**src/rtl/tap_controller_pkg.sv**
```systemverilog
// Shared JTAG definitions: instruction opcodes and TAP state encoding.
package tap_controller_pkg;

  localparam logic [3:0] EXTEST   = 4'h0;
  localparam logic [3:0] SAMPLE   = 4'h1;
  localparam logic [3:0] INTEST   = 4'h2;
  localparam logic [3:0] RUNBIST  = 4'h3;
  localparam logic [3:0] CLAMP    = 4'h4;
  localparam logic [3:0] IDCODE   = 4'h5;
  localparam logic [3:0] USERCODE = 4'h6;
  localparam logic [3:0] HIGHZ    = 4'h7;
  localparam logic [3:0] BYPASS   = 4'hF;

  typedef enum logic [3:0] {
    StTlr   = 4'h0,
    StRti   = 4'h1,
    StSelDr = 4'h2,
    StCapDr = 4'h3,
    StShDr  = 4'h4,
    StEx1Dr = 4'h5,
    StPaDr  = 4'h6,
    StEx2Dr = 4'h7,
    StUpdDr = 4'h8,
    StSelIr = 4'h9,
    StCapIr = 4'hA,
    StShIr  = 4'hB,
    StEx1Ir = 4'hC,
    StPaIr  = 4'hD,
    StEx2Ir = 4'hE,
    StUpdIr = 4'hF
  } tap_state_e;

  typedef enum logic [1:0] {
    DrId,
    DrUser,
    DrBsr,
    DrBypass
  } dr_sel_e;

endpackage

```
**src/rtl/tap_controller_fsm.sv**
```systemverilog
// IEEE 1149.1 TAP state machine with combinational state decodes.
module tap_fsm
  import tap_controller_pkg::*;
(
  input  logic       TCK,
  input  logic       TRST,
  input  logic       TMS,
  output tap_state_e tap_state,
  output logic       TLR,
  output logic       CAPTURE_DR,
  output logic       SHIFT_DR,
  output logic       UPDATE_DR,
  output logic       RUN_IDLE
);

  tap_state_e state_q, state_d;

  always_ff @(posedge TCK or negedge TRST) begin
    if (!TRST) begin
      state_q <= StTlr;
    end else begin
      state_q <= state_d;
    end
  end

  always_comb begin
    state_d = state_q;
    unique case (state_q)
      StTlr:   state_d = TMS ? StTlr   : StRti;
      StRti:   state_d = TMS ? StSelDr : StRti;
      StSelDr: state_d = TMS ? StSelIr : StCapDr;
      StCapDr: state_d = TMS ? StEx1Dr : StShDr;
      StShDr:  state_d = TMS ? StEx1Dr : StShDr;
      StEx1Dr: state_d = TMS ? StUpdDr : StPaDr;
      StPaDr:  state_d = TMS ? StEx2Dr : StPaDr;
      StEx2Dr: state_d = TMS ? StUpdDr : StShDr;
      StUpdDr: state_d = TMS ? StSelDr : StRti;
      StSelIr: state_d = TMS ? StTlr   : StCapIr;
      StCapIr: state_d = TMS ? StEx1Ir : StShIr;
      StShIr:  state_d = TMS ? StEx1Ir : StShIr;
      StEx1Ir: state_d = TMS ? StUpdIr : StPaIr;
      StPaIr:  state_d = TMS ? StEx2Ir : StPaIr;
      StEx2Ir: state_d = TMS ? StUpdIr : StShIr;
      StUpdIr: state_d = TMS ? StSelDr : StRti;
    endcase
  end

  assign tap_state  = state_q;
  assign TLR        = (state_q == StTlr);
  assign CAPTURE_DR = (state_q == StCapDr);
  assign SHIFT_DR   = (state_q == StShDr);
  assign UPDATE_DR  = (state_q == StUpdDr);
  assign RUN_IDLE   = (state_q == StRti);

endmodule

```
**src/rtl/tap_controller.sv**
```systemverilog
// JTAG TAP sequencer: FSM, instruction register, bypass register and negedge TDO stage.
module tap_controller
  import tap_controller_pkg::*;
#(
  parameter int unsigned         IR_WIDTH   = 4,
  parameter logic [IR_WIDTH-1:0] IR_CAPTURE = IR_WIDTH'(4'b0001),
  parameter logic [IR_WIDTH-1:0] IR_RESET   = IR_WIDTH'(IDCODE)
) (
  input  logic                TCK,
  input  logic                TRST,
  input  logic                TMS,
  input  logic                TDI,
  input  logic                ID_TDO,
  input  logic                USER_TDO,
  input  logic                BSR_TDO,
  output logic                TDO,
  output logic                TDO_EN,
  output logic                TLR,
  output logic                CAPTURE_DR,
  output logic                SHIFT_DR,
  output logic                UPDATE_DR,
  output logic                RUN_IDLE,
  output logic [IR_WIDTH-1:0] LATCH_IR,
  output logic [3:0]          TAP_STATE
);

  tap_state_e          state;
  logic [IR_WIDTH-1:0] ir_sh_q;
  logic [IR_WIDTH-1:0] latch_ir_q;
  logic                bypass_q;
  logic                tdo_q, tdo_en_q;
  logic                tdo_mux;
  dr_sel_e             dr_sel;

  tap_fsm u_tap_fsm (
    .TCK        (TCK),
    .TRST       (TRST),
    .TMS        (TMS),
    .tap_state  (state),
    .TLR        (TLR),
    .CAPTURE_DR (CAPTURE_DR),
    .SHIFT_DR   (SHIFT_DR),
    .UPDATE_DR  (UPDATE_DR),
    .RUN_IDLE   (RUN_IDLE)
  );

  always_comb begin
    dr_sel = DrBypass;
    case (latch_ir_q)
      IR_WIDTH'(IDCODE):   dr_sel = DrId;
      IR_WIDTH'(USERCODE): dr_sel = DrUser;
      IR_WIDTH'(SAMPLE),
      IR_WIDTH'(EXTEST),
      IR_WIDTH'(INTEST):   dr_sel = DrBsr;
      default:             dr_sel = DrBypass;
    endcase
  end

  always_ff @(posedge TCK or negedge TRST) begin
    if (!TRST) begin
      ir_sh_q <= IR_CAPTURE;
    end else if (state == StCapIr) begin
      ir_sh_q <= IR_CAPTURE;
    end else if (state == StShIr) begin
      ir_sh_q <= {TDI, ir_sh_q[IR_WIDTH-1:1]};
    end
  end

  always_ff @(posedge TCK or negedge TRST) begin
    if (!TRST) begin
      bypass_q <= 1'b0;
    end else if (dr_sel == DrBypass) begin
      if (state == StCapDr) begin
        bypass_q <= 1'b0;
      end else if (state == StShDr) begin
        bypass_q <= TDI;
      end
    end
  end

  always_comb begin
    tdo_mux = 1'b0;
    if (state == StShIr) begin
      tdo_mux = ir_sh_q[0];
    end else if (state == StShDr) begin
      unique case (dr_sel)
        DrId:     tdo_mux = ID_TDO;
        DrUser:   tdo_mux = USER_TDO;
        DrBsr:    tdo_mux = BSR_TDO;
        DrBypass: tdo_mux = bypass_q;
      endcase
    end
  end

  // Falling-edge stage: TDO and the latched instruction settle half a period
  // before the rising edge at which the DR block samples them.
  always_ff @(negedge TCK or negedge TRST) begin
    if (!TRST) begin
      tdo_q      <= 1'b0;
      tdo_en_q   <= 1'b0;
      latch_ir_q <= IR_RESET;
    end else begin
      tdo_q    <= tdo_mux;
      tdo_en_q <= (state == StShDr) || (state == StShIr);
      if (state == StTlr) begin
        latch_ir_q <= IR_RESET;
      end else if (state == StUpdIr) begin
        latch_ir_q <= ir_sh_q;
      end
    end
  end

  assign TDO       = tdo_q;
  assign TDO_EN    = tdo_en_q;
  assign LATCH_IR  = latch_ir_q;
  assign TAP_STATE = state;

endmodule

```
**config.mk**
```make
export PLATFORM = sky130hd
export DESIGN_NAME = tap_controller
export DESIGN_NICKNAME = d
export VERILOG_FILES = /design/src/rtl/tap_controller_pkg.sv /design/src/rtl/tap_controller_fsm.sv /design/src/rtl/tap_controller.sv
export SDC_FILE = /design/constraint.sdc
export NUM_CORES = 1
export LEC_CHECK = 0
export CAP_MARGIN = 40
export CELL_PAD_IN_SITES_DETAIL_PLACEMENT = 1
export CELL_PAD_IN_SITES_GLOBAL_PLACEMENT = 1
export CORE_MARGIN = 3
export CORE_UTILIZATION = 38
export CTS_CLUSTER_SIZE = 28
export DETAILED_ROUTE_END_ITERATION = 7
export PLACE_DENSITY_LB_ADDON = 0.1
export SYNTH_ARGS = -nofsm -noshare
export SYNTH_HDL_FRONTEND = slang
export SYNTH_SLANG_ARGS = --single-unit
export TNS_END_PERCENT = 5
```
**constraint.sdc**
```tcl
create_clock -name TCK -period 3.1 [get_ports TCK]
set_clock_uncertainty 0.2 [all_clocks]
set_input_delay 0.31 -clock TCK [delete_from_list [all_inputs] [get_ports TCK]]
set_output_delay 0.31 -clock TCK [all_outputs]
set_load 0.05 [all_outputs]
```
==> results of run 1 <==
## placed cells by master, fill, tap and decap left out, types with 2 or more instances in the layout
cell / count
dfstp_2: 3
a21o_1: 2
dfrtp_2: 2
buf_6: 2
a32o_1: 2
o21ai_0: 3
a221o_1: 2
nor2_1: 8
nand3_1: 2
buf_4: 9
clkbuf_4: 3
nor3_1: 2
nand2b_1: 2
buf_12: 6
clkdlybuf4s50_1: 15
o21a_1: 2
dfrtp_1: 6
a31oi_1: 2
dfrtn_1: 4
o22ai_1: 4
nand2_1: 14
o21ai_1: 7
inv_1: 4
a21oi_1: 6
## cells by family (layout without fill, tap and decap cells)
family,Yosys count,after routing,synth area share [%]
compound gates,37,37,27.0
simple gates,37,37,23.5
buf+inv,12,41,7.02
flops,15,15,42.6
## worst min-delay path by stage
stage	from	to	slack (ns)	cells past startpoint
after floorplan	TRST	bypass_q	-0.19	0
after CTS	TRST	bypass_q	0.1	1
after global placement	ir_sh_q[0]	ir_sh_q[0]	0.27	2
final	TRST	bypass_q	0.08	1
after detailed placement	ir_sh_q[0]	ir_sh_q[0]	0.29	2
after global routing	TRST	bypass_q	0.1	1
## registers in the layout (all words and copies together), names as in the netlist
signal / count
ir_sh_q: 4
LATCH_IR: 4
TDO_EN: 1
u_tap_fsm.tap_state: 4
TDO: 1
bypass_q: 1
## power breakdown
| part | switching, mW | internal (mW) | total [mW] |
|---|---|---|---|
| Combinational | 0.511 | 0.343 | 0.855 |
| Clock | 0.0804 | 0.0537 | 0.134 |
| Sequential | 0.124 | 0.270 | 0.394 |
## repair_timing
item / 4_1_cts / 5_1_grt
gates resized for setup: 2 / 1
cloned: 0 / 0
hold endpoints to repair: 0 / 0
pin swaps: 0 / 0
setup endpoints to repair: 3 / 4
buffers inserted: 1 / 1
## per-layer routing
layer	GRT usage [%]	wire, um	up-vias
li1	-	-	423
met1	23.9	1130	445
met2	40.8	1460	23
met3	5.18	109	9
met4	9.54	61	0
met5	0	0	-
## layout make-up
type	count	area, um2	share of cell area (%)
well taps	27	33.8	2.65
repair buffers	32	360	28.2
flip-flops and latches	15	382	29.9
inverters	3	13.8	1.08
clock buffers	4	26.3	2.06
clock inverters	2	7.51	0.588
multi-input cells	74	453	35.5
## critical path, stage by stage, from the launching register on
cell and delay, ns:
dfstp_2 0.54, buf_6 0.11, buf_12 0.12
==> summary.txt, run 1 <==
post-synthesis register bit count: 15
Reg2Reg Depth: 4
number of clock sinks: 15
EDFF count, synth: 0
Final Hold Fails: 0
Synth area leader: dfrtp_1
area grow syn2layout: 43.3%
count leader, synth: nand2_1
Avg Inst Size Synth: 8.82 um2
Post-DRT Antenna Nets: 0
Synth Flop Type: dfrtp_1
reg2reg start: LATCH_IR[2]
first-pass GRT wire length: 4.51 mm
Clock Latency Late Sink: 0.38 ns
Seq/Total Area, Yosys: 42.6%
RSZ-0062 raised after global routing: true
Peak VDD IR: 0.725 mV
filler instances: 250
pre-CTS WS: -0.115 ns
synthesized net count: 108
fin util: 61.3%
drt pass-1 iters: 4
layout cell share with drive strength beyond 1: 23.1%
Hold Slack: 0.0766 ns
Critical Path RT: 2.59 ns
Total GRT Usage: 22.2%
Hold/Removal Path Class: input port to async pin
Mapped Area: 891 um2
worst setup margin: -0.109 ns
initial drt markers: 8
Die X: 54.4 um
DR vias: 900
number of diodes: 0
Rows: 16
async set or reset register ratio after synthesis: 100%
r2r endpoint: bypass_q
CP Launch Point: LATCH_IR[2]
vias in the first global route: 943
Top Ports: 22
maxcap violations: 0
FF-to-FF setup slack: 0.04 ns
Pwr Total: 1.38 mW
total negative setup slack: -0.146 ns
CTS Root Cell: clkbuf_4
DRC viols: 0
initial antenna violation count: 0
Vias per Instance: 5.73
CTS Buf Count: 3
Slew Limit Fails: 0
clk buf depth: 2
H-tree depth: 1
status: complete, but fails checks
# nets final: 138
Starting Density: 42.8%
number of hold buffers added after CTS: 0
synth warn: 0
TritonCTS clock tree: done
pin count of the biggest net entering global routing: 17
# placed instances: 150
Post-Syn Instances: 101
Placed Area: 1220 um2
wire length per cell: 17.6 um
clock transition at the registers of the reported paths: 0.10 ns
# setup viols final: 3
GP Congestion: 0.768
critical path endpoint category: primary output
fin cells: 157
post-synthesis cell type count: 36
core area: 2080 um2
Worst setup SP type: flip-flop
top cell type's share of synthesized area: 22.5%
final wirelength: 2.76 mm
PortBufs: 21
Die Area: 2960 um2
Slew HR: 65.2%
top post-synthesis cells by count: nand2_1, dfrtp_1, nor2_1, o21ai_1
Slew @ Worst Pin: 0.520 ns
crit path kind: flip-flop to primary output
Congestion Overflow GR: 0
crit path DAT: 2.70 ns
CP Capture Point: LATCH_IR[2]
largest cells by area after synthesis: dfrtp_1, dfrtn_1, dfstp_2
HPWL Detailed: 2.07 mm
Final Cell Area: 1280 um2
LEAKAGE: 0.545 nW
Vert. Die Dim: 54.4 um
Cell Pwr Density: 1080 nW/um2
CP max FO: 2
failing checks: setup timing
Power figures use the tool's default switching activity.
==> inputs of run 2 (changes only) <==
CORE_ASPECT_RATIO = 1.2   (was unset)
CORE_UTILIZATION = 40   (was 38)
CTS_BUF_LIST = sky130_fd_sc_hd__clkbuf_8   (was unset)
SLEW_MARGIN = 40   (was unset)
==> summary.txt, run 2 (synthesis gave the netlist of run 1 again) <==
Total GRT Usage: 21.9%
vias in the first global route: 918
r2r endpoint: bypass_q
Die X: 49.1 um
initial antenna violation count: 0
GP Congestion: 0.769
worst setup margin: -0.0375 ns
CP max FO: 2
CTS Root Cell: clkbuf_8
number of clock sinks: 15
LEAKAGE: 0.556 nW
initial drt markers: 24
Clock Latency Late Sink: 0.32 ns
layout cell share with drive strength beyond 1: 24.6%
Reg2Reg Depth: 4
critical path endpoint category: primary output
pin count of the biggest net entering global routing: 16
RSZ-0062 raised after global routing: true
H-tree depth: 1
Congestion Overflow GR: 0
number of hold buffers added after CTS: 0
DR vias: 880
Vias per Instance: 5.50
clk buf depth: 2
commonest non-fill, non-tap cells in the layout: clkdlybuf4s50_1, nand2_1, buf_4
Hold/Removal Path Class: input port to async pin
Peak VDD IR: 0.740 mV
status: complete, but fails checks
max incr delay on CP: 0.53 ns
filler instances: 255
maxcap violations: 0
PortBufs: 21
Critical Path RT: 2.59 ns
crit path DAT: 2.63 ns
# nets final: 138
FF/Latch Area: 382 um2
Cell Pwr Density: 1100 nW/um2
Slew Limit Fails: 0
number of diodes: 0
reg2reg start: LATCH_IR[2]
wire length per cell: 17.3 um
core area: 2090 um2
area taken by multi-input logic gates: 455 um2
drt pass-1 iters: 4
# setup viols final: 2
commonest non-fill, non-tap cell in the layout: clkdlybuf4s50_1
Slowest-stage cell, CP: dfstp_2
TritonCTS clock tree: done
CP Launch Point: LATCH_IR[2]
Rows: 18
Worst setup SP type: flip-flop
first-pass GRT wire length: 4.64 mm
failing checks: setup timing
final wirelength: 2.76 mm
DRC viols: 0
area grow syn2layout: 46.2%
Starting Density: 42.5%
Vert. Die Dim: 57.7 um
CTS Buf Count: 3
Final Hold Fails: 0
clock transition at the registers of the reported paths: 0.06 ns
Slew HR: 64.2%
Post-DRT Antenna Nets: 0
Die Area: 2830 um2
crit-path cells: buf_6 > buf_12
Slew @ Worst Pin: 0.536 ns
FF-to-FF setup slack: 0.03 ns
fin util: 62.2%
HPWL Detailed: 2.06 mm
Top Ports: 22
crit path kind: flip-flop to primary output
Hold Slack: 0.141 ns
## run 2: how the worst max path moves through the flow
| stage | endpoint | depth (start not counted) |
|---|---|---|
| 5_1_grt | LATCH_IR[2] | 2 |
| 6_report | LATCH_IR[2] | 2 |
| 2_1_floorplan | TDO | 3 |
| 3_5_place_dp | TDO | 4 |
| 3_3_place_gp | TDO | 4 |
| 4_1_cts | LATCH_IR[2] | 2 |
## run 2: where the power goes
| group | leakage [nW] | switching (mW) | total, mW | internal [mW] |
|---|---|---|---|---|
| clock | 0.0361 | 0.0819 | 0.174 | 0.0926 |
| sequential | 0.186 | 0.113 | 0.384 | 0.271 |
| combinational | 0.334 | 0.527 | 0.879 | 0.351 |
## run 2: timing repair
item	in CTS	in global routing
buffers inserted	1	0
endpoints found under the setup margin	2	5
resized for setup	2	2
## run 2: metal layers
layer	track usage (%)	part of all wire, %
met3	4.11	3.0
met1	23.4	39
met2	41.8	57
met4	8.94	0.69
met5	0	0
## run 2: stage by stage
stage / setup TNS, ns / cells / worst slack, ns / cell area, um2 / power [mW]
global route: -0.171 / 160 / -0.0728 / 1300 / 1.52
global placement: -0.0750 / 154 / -0.0750 / 1230 / 1.22
CTS: -0.0481 / 160 / -0.0386 / 1300 / 1.43
finish: -0.0403 / 160 / -0.0375 / 1300 / 1.44
floorplan: -1.48 / 101 / -0.315 / 900 / 0.953
detailed placement: -0.120 / 154 / -0.120 / 1230 / 1.25
## run 2: cell type report
cell class                 instances  share of cell area (%)
sequential                        15                    29.3
timing repair buffer              32                    27.7
tap                               30                    2.88
multi-input combinational         74                    35.0
clock inverter                     3                   0.961
clock buffer                       3                    3.17
inverter                           3                    1.06
## run 2: critical path, delay by kind of cell, from the launching register on
family                 cells  cell delay [ns]
DFF                        1             0.53
buffers and inverters      2             0.22
